`config.mk`:
```
export PLATFORM = sky130hd
export DESIGN_NAME = rf_scan_reader
export DESIGN_NICKNAME = d
export VERILOG_FILES = /design/src/rtl/rf_scan_pkg.sv /design/src/rtl/rf_scan_acc.sv /design/src/rtl/rf_scan_reader.sv
export SDC_FILE = /design/constraint.sdc
export NUM_CORES = 1
export LEC_CHECK = 0
export ABC_AREA = 1
export ABC_CLOCK_PERIOD_IN_PS = 2200
export CORE_MARGIN = 10
export CORE_UTILIZATION = 53
export DETAILED_ROUTE_END_ITERATION = 10
export HOLD_SLACK_MARGIN = 0.02
export PLACE_DENSITY = 0.91
export SLEW_MARGIN = 20
export SYNTH_ARGS = -nofsm -noshare
export SYNTH_HDL_FRONTEND = slang
export SYNTH_HIERARCHICAL = 1
export SYNTH_SLANG_ARGS = --single-unit
```
`constraint.sdc`:
```
create_clock -name clk -period 2.2 [get_ports clk]
set_input_delay 0.33 -clock clk [delete_from_list [all_inputs] [get_ports clk]]
set_output_delay 0.33 -clock clk [all_outputs]
set_load 0.005 [all_outputs]
```
`src/rtl/rf_scan_pkg.sv`:
```
// Shared types and constants for the register-file scan reader.
package rf_scan_pkg;

  localparam int RF_ADDR_W = 5;
  localparam int RF_DATA_W = 32;

  typedef enum logic [1:0] {
    IDLE = 2'd0,
    READ = 2'd1,
    SEND = 2'd2,
    DONE = 2'd3
  } state_t;

  // The self-check pattern: register k is expected to hold the value k.
  function automatic logic [RF_DATA_W-1:0] expected_word(input logic [RF_ADDR_W-1:0] addr);
    return {{(RF_DATA_W - RF_ADDR_W){1'b0}}, addr};
  endfunction

endpackage

```
`src/rtl/rf_scan_acc.sv`:
```
// Checksum and mismatch accumulator for words accepted by the consumer.
module rf_scan_acc
  import rf_scan_pkg::*;
#(
  parameter int ADDR_W = RF_ADDR_W,
  parameter int DATA_W = RF_DATA_W
) (
  input  logic              clk,
  input  logic              rst,
  input  logic              clear,
  input  logic              accept,
  input  logic              check_en,
  input  logic [ADDR_W-1:0] word_addr,
  input  logic [DATA_W-1:0] word_data,
  output logic [DATA_W-1:0] checksum,
  output logic [ADDR_W:0]   err_cnt
);

  logic mismatch;

  assign mismatch = check_en &&
                    (word_data != DATA_W'(expected_word(RF_ADDR_W'(word_addr))));

  // Clear on an accepted start, otherwise accumulate each accepted word.
  always_ff @(posedge clk or posedge rst) begin
    if (rst) begin
      checksum <= '0;
      err_cnt  <= '0;
    end else if (clear) begin
      checksum <= '0;
      err_cnt  <= '0;
    end else if (accept) begin
      // NOTE: non-blocking so every register samples pre-edge values; blocking here would create order-dependent races between always blocks.
      checksum <= checksum + word_data;
      if (mismatch) begin
        err_cnt <= err_cnt + (ADDR_W + 1)'(1);
      end
    end
  end

endmodule

```
`src/rtl/rf_scan_reader.sv`:
```
// Walks an address range through one rf read port and streams each word
// out on a valid/ready interface, optionally self-checking against reg[k]=k.
module rf_scan_reader
  import rf_scan_pkg::*;
#(
  parameter int ADDR_W = RF_ADDR_W,
  parameter int DATA_W = RF_DATA_W
) (
  input  logic              clk,
  input  logic              rst,
  input  logic              start,
  input  logic              abort,
  input  logic [ADDR_W-1:0] first_addr,
  input  logic [ADDR_W-1:0] last_addr,
  input  logic              check_en,
  output logic [ADDR_W-1:0] rf_a,
  input  logic [DATA_W-1:0] rf_rd,
  output logic              out_valid,
  input  logic              out_ready,
  output logic [ADDR_W-1:0] out_addr,
  output logic [DATA_W-1:0] out_data,
  output logic              busy,
  output logic              done,
  output logic [DATA_W-1:0] checksum,
  output logic [ADDR_W:0]   err_cnt
);

  state_t            state_q, state_d;
  logic [ADDR_W-1:0] addr_q;
  logic [ADDR_W-1:0] last_q;
  logic              chk_q;
  logic [ADDR_W-1:0] out_addr_q;
  logic [DATA_W-1:0] out_data_q;
  logic              start_ok;
  logic              handshake;
  logic              at_last;

  // Abort beats both a start request and a handshake in the same cycle.
  assign start_ok  = (state_q == IDLE) && start && !abort;
  assign handshake = (state_q == SEND) && out_ready && !abort;
  assign at_last   = (addr_q == last_q);

  // State register.
  always_ff @(posedge clk or posedge rst) begin
    if (rst) begin
      state_q <= IDLE;
    end else begin
      state_q <= state_d;
    end
  end

  // Next-state logic.
  always_comb begin
    // NOTE: default assigned first so every path drives state_d and no latch is inferred.
    state_d = state_q;
    unique case (state_q)
      IDLE: if (start_ok) state_d = (first_addr > last_addr) ? DONE : READ;
      READ: state_d = SEND;
      SEND: if (handshake) state_d = at_last ? DONE : READ;
      DONE: state_d = IDLE;
      default: state_d = IDLE;
    endcase
    if (abort && (state_q != IDLE)) begin
      state_d = IDLE;
    end
  end

  // Range latch, address walker and output word capture.
  always_ff @(posedge clk or posedge rst) begin
    // NOTE: every datapath register is reset so all outputs read 0 right after rst.
    if (rst) begin
      addr_q     <= '0;
      last_q     <= '0;
      chk_q      <= 1'b0;
      out_addr_q <= '0;
      out_data_q <= '0;
    end else begin
      if (start_ok) begin
        addr_q <= first_addr;
        last_q <= last_addr;
        chk_q  <= check_en;
      end
      if (state_q == READ) begin
        out_addr_q <= addr_q;
        out_data_q <= rf_rd;
      end
      // Stop at last_addr so the address never wraps past the top register.
      if (handshake && !at_last) begin
        addr_q <= addr_q + ADDR_W'(1);
      end
    end
  end

  rf_scan_acc #(
    .ADDR_W(ADDR_W),
    .DATA_W(DATA_W)
  ) u_acc (
    .clk      (clk),
    .rst      (rst),
    .clear    (start_ok),
    .accept   (handshake),
    .check_en (chk_q),
    .word_addr(out_addr_q),
    .word_data(out_data_q),
    .checksum (checksum),
    .err_cnt  (err_cnt)
  );

  assign rf_a      = addr_q;
  assign out_addr  = out_addr_q;
  assign out_data  = out_data_q;
  assign out_valid = (state_q == SEND);
  assign busy      = (state_q == READ) || (state_q == SEND);
  assign done      = (state_q == DONE);

endmodule

```
## Word level (Yosys, flattened, before mapping)

Index checks and enable logic that the tools add are counted.

| cells by class | value |
|---|---|
| add/subtract/negate cells | 3 |
| $lt $le $gt $ge | 1 |
| eq/ne operators | 7 |
| multiplexer cells | 13 |
| reductions and logical operators | 17 |

Operators by type and width:

| kind | count |
|---|---|
| 32-bit 2-to-1 mux | 2 |
| 32-bit adder | 1 |
| 32-bit by 5-bit != test with 1-bit output | 1 |
| 6-bit 2-to-1 mux | 3 |
| 2-bit 2-to-1 mux | 5 |
| 5-bit 2-to-1 mux | 2 |
| 2-bit one-hot mux with 4 select lines | 1 |
| 2-bit nonzero test | 4 |
| 1-bit logical AND | 7 |
| 6-bit by 1-bit adder with 6-bit output, second input constant | 1 |
| 5-bit by 1-bit adder with 5-bit output, second input constant | 1 |
| 5-bit == test | 1 |
| 5-bit > comparator | 1 |
| 2-bit == test, second input constant | 2 |
| 2-bit AND reduction | 2 |
| 3-bit by 1-bit != test with 1-bit output, second input constant | 1 |
| 3-bit by 2-bit != test with 1-bit output, second input constant | 1 |
| 2-bit by 1-bit == test with 1-bit output, second input constant | 1 |
| 1-bit logical NOT | 2 |
| 2-bit logical NOT | 1 |
| 1-bit logical OR | 1 |

| word-level totals | value |
|---|---|
| register bits | 88 |
| input port bits | 48 |
| output and inout port bits | 83 |
| logic and storage cells | 49 |

## Logic depth before layout (Yosys ltp)

Gate-level depths: netlist of run 1.

| depth | value |
|---|---|
| depth after elaboration | 6 |
| gate-level depth with buffers | 14 |

## Cells and area by module

Netlist of run 1, hierarchy kept.

Modules (own cells, without submodules):

| module | instances | cells each | area each (um^2) | seq. area each (um^2) |
|---|---|---|---|---|
| rf_scan_acc | 1 | 711 | 4116.4 | 950.9 |
| rf_scan_reader | 1 | 221 | 2347.3 | 1251.2 |

## Worst setup path before layout of run 1

No wires, ideal clock.

| path | value |
|---|---|
| path type | register -> register |
| start point | register state_q[0] |
| end point | register u_acc.checksum[19] |
| setup time | 0.066 ns |
| data arrival time | 1.763 ns |
| data required time | 2.134 ns |
| slack | 0.371 ns |
| cell stages (with the launch flop) | 12 |
| path buffers | 3 |
| period minus slack after synthesis | 1.829 ns |
| cell sequence | dfrtp_1 > inv_1 > ha_1 > nand3_2 > inv_2 > buf_4 > nor2_4 > nor2_1 > buf_2 > buf_2 > nand3_1 > nand2_1 |

| between the ends | value |
|---|---|
| word-level cells in the longest chain between the ends | 4 |
| elaborated cells on any way between the ends | 8 |
| classes of those cells | eq/ne: 1; mux: 1; reduce/logical: 6 |

RTL lines:

| element | RTL line | source |
|---|---|---|
| start: declaration | rf_scan_reader.sv:28 | `state_t state_q, state_d;` |
| start signal: assignment | rf_scan_reader.sv:48 | `state_q <= state_d;` |
| 2-bit logical NOT (*) | rf_scan_reader.sv:39 | `assign start_ok = (state_q == IDLE) && start && !abort;` |
| 1-bit logical AND (*) (2 in a row) | rf_scan_reader.sv:39 |  |
| net start_ok | rf_scan_reader.sv:34 | `logic start_ok;` |
| 32-bit 2-to-1 mux / 2-bit nonzero test (equally long branches) | - |  |
| end signal: assignment | rf_scan_acc.sv:34 | `checksum <= checksum + word_data;` |
| end: declaration | rf_scan_acc.sv:15 | `output logic [DATA_W-1:0] checksum,` |

The timed path passes the listed nets; every way through them passes the cells marked *.
A chain may end at the register's enable or synchronous reset.

## Worst setup path after layout of run 1

| path | value |
|---|---|
| start point | register state_q[0] |
| end point | output out_valid |

| between the ends | value |
|---|---|
| word-level cells in the longest chain between the ends | 1 |

RTL lines:

| element | RTL line | source |
|---|---|---|
| 2-bit == test | rf_scan_reader.sv:112 | `assign out_valid = (state_q == SEND);` |
| end: declaration | rf_scan_reader.sv:18 | `output logic out_valid,` |

Every way passes these cells.

==> results of run 1 <==
==> per-stage QoR <==
stage / utilization [%] / setup slack [ns]
after floorplan: - / 0.371
after global placement: 66.6 / 0.237
after detailed placement: 66.6 / 0.136
after CTS: 68.9 / 0.121
after global routing: 69.0 / 0.0298
final: 69.0 / 0.133
==> state kept, by name, indices dropped and copies added (netlist names) <==
register / count
out_data: 32
u_acc/checksum: 32
u_acc/err_cnt: 6
last_q: 5
out_addr: 5
rf_a: 5
state_q: 2
chk_q: 1
==> routing by layer <==
metal	part of all wire, %	routed length [um]
met1	40	7600
met2	48	9060
met4	3.0	573
met5	0	0
met3	9.5	1820
==> cells in the mapped netlist (2+ instances only) <==
master	count	area share (%)
mux2_2	32	5.6
nand3_2	6	0.93
nor3_1	3	0.23
xnor2_1	5	0.68
xor2_1	6	0.81
inv_2	11	0.64
nand4_1	8	0.77
nand2_2	17	1.6
inv_1	140	8.1
nand3_1	55	4.3
buf_2	9	0.70
nand2_1	335	19
nor2_1	72	4.2
a21oi_1	37	2.9
dfrtp_1	88	34
ha_1	43	8.3
nor3_2	2	0.31
clkbuf_1	5	0.29
o31ai_1	2	0.23
o21ai_1	12	0.93
nor2_2	6	0.58
nand3b_1	2	0.23
nor2_4	3	0.52
o21bai_1	4	0.46
o21ai_0	15	1.2
==> power groups by stage <==
stage | Sequential, uW | Clock, uW | Combinational [uW]
after CTS | 3230 | 1490 | 8810
after global routing | 3350 | 1540 | 9920
after global placement | 3210 | 0 | 8510
after floorplan | 3090 | 0 | 5630
after detailed placement | 3240 | 0 | 8700
final | 3220 | 1460 | 8910
==> cells in the final DEF, fill, tap and decap left out, types with 2 or more instances in the layout <==
| cell type | count |
|---|---|
| o21bai_1 | 4 |
| nand4_1 | 8 |
| nor3_2 | 2 |
| nor2_4 | 3 |
| ha_1 | 41 |
| inv_1 | 138 |
| clkbuf_16 | 9 |
| ha_2 | 2 |
| o21ai_0 | 15 |
| xor2_1 | 6 |
| nor3_1 | 3 |
| nand3b_1 | 2 |
| nand2_1 | 335 |
| nand3_1 | 54 |
| a21oi_1 | 37 |
| o21ai_1 | 12 |
| mux2_2 | 32 |
| xnor2_1 | 5 |
| o31ai_1 | 2 |
| inv_2 | 13 |
| clkbuf_8 | 2 |
| dfrtp_1 | 88 |
| clkinv_2 | 2 |
| nor2_2 | 6 |
| nor2_1 | 72 |
| clkdlybuf4s50_1 | 130 |
| nand3_2 | 7 |
| nand2_2 | 17 |
| buf_4 | 10 |
==> area by class of cell <==
cell class / instances / area share (%)
Multi-Input combinational cell: 676 / 43.9
Sequential cell: 88 / 26.7
Timing Repair Buffer: 141 / 16.9
Inverter: 153 / 6.99
Clock buffer: 12 / 3.11
Tap cell: 147 / 2.23
Clock inverter: 3 / 0.212
==> worst paths after layout <==
check	startpoint	endpoint	slack [ns]	cells past startpoint
max in group asynchronous	rst	out_data[1]$_DFFE_PP0N_	1.27	3
hold / removal	rst	out_data[23]$_DFFE_PP0N_	0.37	2
setup reg to reg	out_data[2]$_DFFE_PP0N_	u_acc/checksum[19]$_DFFE_PP0P_	0.20	10
setup / recovery	state_q[0]$_DFFE_PP0P_	out_valid	0.13	3
hold reg to reg	chk_q$_DFFE_PP0P_	chk_q$_DFFE_PP0P_	0.51	2
min in group clk	chk_q$_DFFE_PP0P_	chk_q$_DFFE_PP0P_	0.51	2
==> worst max-delay path: cells and delay by family (launching register included) <==
| family | cells | cell delay, ns |
|---|---|---|
| fa+ha+maj | 1 | 0.27 |
| buf+inv | 2 | 0.71 |
| flops | 1 | 0.42 |
==> cells by family (layout without fill, tap and decap cells) <==
| group | after synthesis | in the layout | synth area share (%) |
|---|---|---|---|
| compound gates | 74 | 74 | 6.18 |
| xor+xnor | 11 | 11 | 1.49 |
| fa+ha+maj | 44 | 44 | 8.63 |
| buf+inv | 168 | 309 | 10.0 |
| flops | 88 | 88 | 34.1 |
| mux | 33 | 33 | 5.75 |
| simple gates | 514 | 514 | 33.9 |
==> what timing repair did <==
item | in CTS | in global routing
hold buffers | 0 | 0
setup endpoints to repair | 0 | 7
resized for setup | 0 | 3
setup buffers | 0 | 1
==> run summary, run 1 <==
status: complete, no violations
wirelength, routed: 19,100 um
GR met2 Demand/Resource: 38.2%
IO Pins: 131
CTS Buf Count: 9
Initial Utilization: 54.0%
die area: 17,000 um2
Placeable Area: 12,000 um2
hold crit path type: in2async
critical path cell sequence: inv_1 > ha_1 > clkdlybuf4s50_1
max-slew violations: 0
Finish-stage setup viols: 0
CP Max Fanout: 5
largest net degree at the start of global routing: 39
f_max: 484 MHz
htree depth: 3
root buffer cell: clkbuf_16
library cells used by synthesis: 39
Logic pwr share: 65.5%
synthesized cell area: 6460 um2
Worst-Skew Late Latency: 0.35 ns
switching share of power: 48.2%
fin cells: 1,220
TNS Setup: 0 ns
routing usage on met3: 6.16%
Tot Pwr: 13,600 uW
grt peak-use layer: met2
Critical-path top delay cell: clkdlybuf4s50_1
Die Y: 130 um
Post-route DRC: 0
clk buf depth: 2
CTS tree: done
Syn. warnings: 6
crit path launch type: register
Port Buf Inserts: 130
CP endpoint kind: primary output
Rel. slew slack: 62.8%
fraction of layout cells with a size suffix above 1: 10.3%
clock share of power: 10.8%
Final min period: 2.07 ns
maximum vdd ir drop: 680 uV
vias post-DR: 6,393
drt first pass iters: 6
CTS Sinks: 88
Crit path largest cell delay: 0.58 ns
Reg area: 2200 um2
final net count: 1,161
post-route cell area: 8260 um2
Tcrit/Tclk final: 93.9%
WP data arrival: 1.74 ns
fill cell count: 974
Async S/R FF share, synth: 100%
# placed instances: 1,204
n_diodes: 0
switching power total: 6550 uW
PD cells: 1650 nW/um2
Layout area overhead: 27.7%
internal power: 7040 uW
maxcap violations: 0
Pleak: 0.00435 uW
pin slew with the least headroom to its limit: 0.558 ns
syn_area_per_cell: 6.94 um2
drt wl/cell: 15.6 um
multi-input logic area: 3620 um2
GRT Residual Overflow: 0
post-DR vias/cell: 5.24
Die X: 130 um
ys flop type: dfrtp_1
DRT antenna net count: 0
Synth Register Bits: 88
Required @ worst endpoint: 1.87 ns
vias in the first global route: 6,416
Worst Setup Path Type: reg2out
Clock transition at path regs: 0.06 ns
DP Area: 7970 um2
antenna violations before repair: 0
Row Count: 40
worst hold margin: 0.370 ns
Mapped Cells: 932
Post-synth EDFFs: 0
post-synthesis sequential area ratio: 34.1%
Mapped Nets: 1,024
initial DRC count: 494
setup repair after global routing missed its margin: false
total track usage: 22.9%
Seq pwr share: 23.7%
post-DP HPWL: 14,500 um
GRT met1 Usage: 27.1%
Hold Vio Cnt, Final: 0
Final Wtd Congestion: 0.913
first-pass GRT wire length: 31,000 um
clk_skew: 0.00633 ns
Note: power is estimated with default switching activity, not from simulation.
==> run 2: changes to the inputs <==
Settings changed: CAP_MARGIN set to 20.
==> results of run 2 <==
No change in the layout: final DEF, timing and power equal those of run 1.
==> RTL edit 1: new RTL, settings of run 2 <==
Re-encode `state_t` (4 states) as one-hot, 4 bits wide.
--- a/src/rtl/rf_scan_pkg.sv
+++ b/src/rtl/rf_scan_pkg.sv
@@ -6,7 +6,7 @@
 
-  typedef enum logic [1:0] {
-    IDLE = 2'd0,
-    READ = 2'd1,
-    SEND = 2'd2,
-    DONE = 2'd3
+  typedef enum logic [3:0] {
+    IDLE = 4'b0001,
+    READ = 4'b0010,
+    SEND = 4'b0100,
+    DONE = 4'b1000
   } state_t;
Formal check against the unedited RTL: no difference found for any inputs over 10 cycles, from zero or initial values and one cycle with rst high; not proved beyond that.
==> RTL edit 1 against run 2 <==
Sequential cell count is 2 higher. Core utilization is 1.2 points higher. Non-clock buffer count is 11 higher. Total power is 7.1% higher. Wire length is 10% higher. Area after synthesis is 1.3% higher. Worst setup slack worse by 0.054 ns. Design area is 2.5% higher. Largest power group unchanged.
==> RTL edit 1: results (changes against run 2) <==
status:
  status: "finished, final reports clean"
placed_design:
  dp_slack_ns: 0.1154  # -0.02009 ns
  place_area_um2: 8153  # +2.3%
  port_buffers: 130  # unchanged
  dpl.hpwl_mm: 16.08  # +11%
  finalWeightedCongestion: 0.9700  # +6.2%
  place_inst: 1310  # +8.8%
routing:
  dr.first_iter.drc_count: 640  # +30%
  dr.pass1.iters: 5  # -1
  wl_per_cell_um: 15.83  # +1.4%
  via_per_inst: 5.288  # +0.91%
synthesis:
  ys_top_cells_by_count: "nand2_1, inv_1, dfrtp_1"
  synth_fa_ha_area_share_pct: 7.564  # -1.1 points
  synth_compound_area_share_pct: 5.788  # -0.39 points
  ys_seq_area_share_pct: 34.40  # +0.33 points
  synthMuxAreaShare_pct: 0  # -5.7 points
  synth_area_leaders: "dfrtp_1, nand2_1, inv_1"
  synth_cells: 1009  # +8.3%
  synthXorXnorAreaFrac_pct: 1.471  # -0.020 points
  syn-num-nets: 1096  # +7.0%
global_routing:
  grt_pass1_wl_mm: 34.59  # +12%
  grt_max_degree: 53  # +36%
  grt_usage_pct: 23.99  # +1.1 points
critical_path:
  r2r_cells: 11  # +1
  startpoint: "state_q[1]"
  arrival_ns: 1.79  # +0.05 ns
  cp_slowest_stage_delay_ns: 0.49  # -0.09 ns
  timing.rr.start: "out_data[8]"
power:
  total_leakage_power_nw: 4.591  # +5.5%
  vdd_drop_max_mv: 0.7647  # +13%
timing:
  worst_pin_slew_ns: 0.5682  # +0.01071 ns
  finClkSkew_ns: 0.007993  # +0.001659 ns
cells_and_area:
  drive_gt1_share_pct: 8.714  # -1.6 points
  fillerInstances: 966  # -0.82%
  final_nets: 1242  # +7.0%
clock_tree:
  cts_made_buffers: 9  # unchanged
-- RTL edit 1: worst paths after layout --
check	endpoint	slack, ns
worst min-delay path	out_data[23]	0.38
worst min register to register	chk_q	0.48
worst max register to register	u_acc/checksum[21]	0.23
worst max-delay path	busy	0.08
max in group asynchronous	u_acc/checksum[24]	1.32
min in group clk	chk_q	0.48
-- RTL edit 1: critical path, delay by kind of cell, from the launching register on --
| kind | cells | cell delay (ns) |
|---|---|---|
| buffers and inverters | 3 | 0.67 |
| DFF | 1 | 0.43 |
| and+or+nand+nor | 3 | 0.35 |
-- RTL edit 1: cells by family (layout without fill, tap and decap cells) --
logic type,count (synthesis),in the layout
buffers and inverters,173,323
DFF,90,90
adders and majority gates,39,39
AOI/OAI and AO/OA,70,70
xor gates and xnor gates,11,11
and+or+nand+nor,626,626
-- RTL edit 1: power breakdown --
part | total (W) | internal, W | switching, W
Combinational | 0.00977 | 0.00393 | 0.00584
Sequential | 0.00330 | 0.00242 | 0.000882
Clock | 0.00149 | 0.000798 | 0.000694
Total | 0.0146 | 0.00715 | 0.00742
-- RTL edit 1: area by class of cell --
type | count | area (µm²) | area share, %
clock buffers | 10 | 239.0 | 2.823
clock inverters | 5 | 36.28 | 0.4286
inverters | 156 | 585.6 | 6.916
multi-input cells | 746 | 3651 | 43.12
flip-flops and latches | 90 | 2253 | 26.61
well taps | 168 | 210.2 | 2.483
repair buffers | 152 | 1491 | 17.61
-- RTL edit 1: metal layers --
layer  routed length (µm)  global-route usage, %
met2                 9871                  39.23
met4                  803                  10.19
met5                    0                      0
met1                 8241                  29.07
met3                 2088                  6.479
-- RTL edit 1: timing repair --
item,in CTS,in global routing
resized for setup,0,8
setup buffers,0,2
setup endpoints to repair,0,8
hold buffers,0,0
==> RTL edit 2: new RTL, settings of run 2 <==
Made on the original files. `RF_ADDR_W`: 5 -> 4.
--- a/src/rtl/rf_scan_pkg.sv
+++ b/src/rtl/rf_scan_pkg.sv
@@ -3,3 +3,3 @@
 
-  localparam int RF_ADDR_W = 5;
+  localparam int RF_ADDR_W = 4;
   localparam int RF_DATA_W = 32;
Ports: changed (5 resized); port bits go from 131 to 126. No check against the original RTL was run, so the function may have changed too.
==> RTL edit 2 against run 2 <==
Sequential power shrank 3%. Combinational power grew 1%. Critical path type is now flop to flop. Area after synthesis shrank 4.1%. Sequential cell count shrank 4. Wire length shrank 1.1%. Non-clock buffer count grew 4. Worst setup slack gained 0.024 ns. Critical path depth grew 10. Register-to-register slack lost 0.04 ns. Design area shrank 3.1%. Total power shrank 0.54%. Largest power group unchanged.
==> RTL edit 2: results (changes against run 2) <==
synthesis:
  synth_cells: 891  # -4.4%
  ys_types: 41  # +5.1%
  ys_seq_area_share_pct: 33.91  # -0.16 points
  synth_area_leaders: "dfrtp_1, nand2_1, ha_1"
  netlist.area_leader.share_pct: 33.91  # -0.16 points
timing:
  finClkSkew_ns: 0.005563  # -0.0007710 ns
  relSlewSlack_pct: 59.12  # -3.7 points
power:
  vdd_drop_max_mv: 0.7711  # +13%
  total_leakage_power_nw: 4.235  # -2.7%
placed_design:
  port_buffers: 125  # -3.8%
  dpl.hpwl_mm: 15.04  # +3.6%
  finalWeightedCongestion: 0.9578  # +4.9%
global_routing:
  grt_pass1_wl_mm: 30.42  # -1.9%
  grt_usage_pct: 22.85  # -0.069 points
  grt_max_degree: 48  # +23%
  grt_pass1_vias: 6070  # -5.4%
routing:
  dr.first_iter.drc_count: 663  # +34%
  wl_per_cell_um: 15.97  # +2.3%
  drt-total-wl_mm: 18.85  # -1.1%
  num_vias: 6352  # -0.64%
  dr.pass1.iters: 6  # unchanged
cells_and_area:
  final_nets: 1122  # -3.4%
  drive_gt1_share_pct: 8.582  # -1.8 points
status:
  status: "finished, final reports clean"
critical_path:
  arrival_ns: 2.28  # +0.54 ns
  crit_fanout: 4  # -1
-- RTL edit 2: cell types whose count changed in the layout (fill, tap and decap cells not counted), sizes merged, moves of 3 or more --
cell,run 2,this run
nand2,353,337
nor2,81,78
buf,11,20
nand3,62,58
dfrtp,88,84
inv,152,146
clkdlybuf4s50,130,125
-- RTL edit 2: power breakdown --
part | leakage, nW | switching (W) | internal, W
clock | 0.120 | 0.000626 | 0.000752
combinational | 3.09 | 0.00517 | 0.00385
sequential | 1.03 | 0.000839 | 0.00229
total | 4.23 | 0.00664 | 0.00689
-- RTL edit 2: layout make-up --
type / count / area (µm²)
repair buffers: 145 / 1414
clock inverters: 4 / 28.78
clock buffers: 10 / 229.0
inverters: 147 / 554.3
fillers: 915 / 3420
flip-flops and latches: 84 / 2102
multi-input cells: 647 / 3492
well taps: 143 / 178.9
-- RTL edit 2: metrics by stage --
stage                     TNS (ns)  area, µm²
final                            0       7999
after global routing      -0.04950       7999
after CTS                        0       7981
after detailed placement         0       7724
after global placement           0       7724
after floorplan                  0       6198
-- RTL edit 2: repair_timing --
item | CTS | global route
resized for setup | 0 | 4
setup buffers | 0 | 1
endpoints found under the setup margin | 0 | 15
-- RTL edit 2: routing by layer --
layer	routed length (µm)	share of wire [%]	up-vias	global-route usage [%]
li1	-	-	3067	-
met1	7851	42	2973	29.42
met2	8869	47	276	37.25
met3	1763	9.4	36	5.294
met4	363	1.9	0	6.821
met5	0	0	-	0
-- RTL edit 2: cell families (layout without fill, tap and decap cells) --
family,Yosys count,in the layout,synth area share [%]
buffers and inverters,160,306,9.952
adder cells (fa/ha/maj),42,42,8.599
AND/OR/NAND/NOR,493,493,34.03
multiplexers,32,32,5.813
flip-flops,84,84,33.91
AO/OA/AOI/OAI,69,69,6.137
XOR/XNOR,11,11,1.554
-- RTL edit 2: worst paths after layout --
path                                   from                  to  slack, ns  depth (start not counted)
worst max-delay path            out_data[0]  u_acc/checksum[20]       0.16                         13
worst min-delay path                    rst    u_acc/err_cnt[4]       0.46                          3
min in group clk                      chk_q               chk_q       0.49                          2
worst min register to register        chk_q               chk_q       0.49                          2
worst max register to register  out_data[0]  u_acc/checksum[20]       0.16                         13
max in group asynchronous               rst         out_data[4]       1.29                          3
-- RTL edit 2: worst max-delay path, stage by stage, from the launching register on --
cell and delay [ns]:
dfrtp_1 0.38, ha_2 0.22, inv_1 0.06, fa_1 0.41, inv_1 0.13, nand3_1 0.09, nand3_2 0.11, nand3_1 0.09
nand3_2 0.12, nand2_1 0.09, nand2_1 0.07, nand2_1 0.05, nand3_1 0.07, nand2_1 0.05
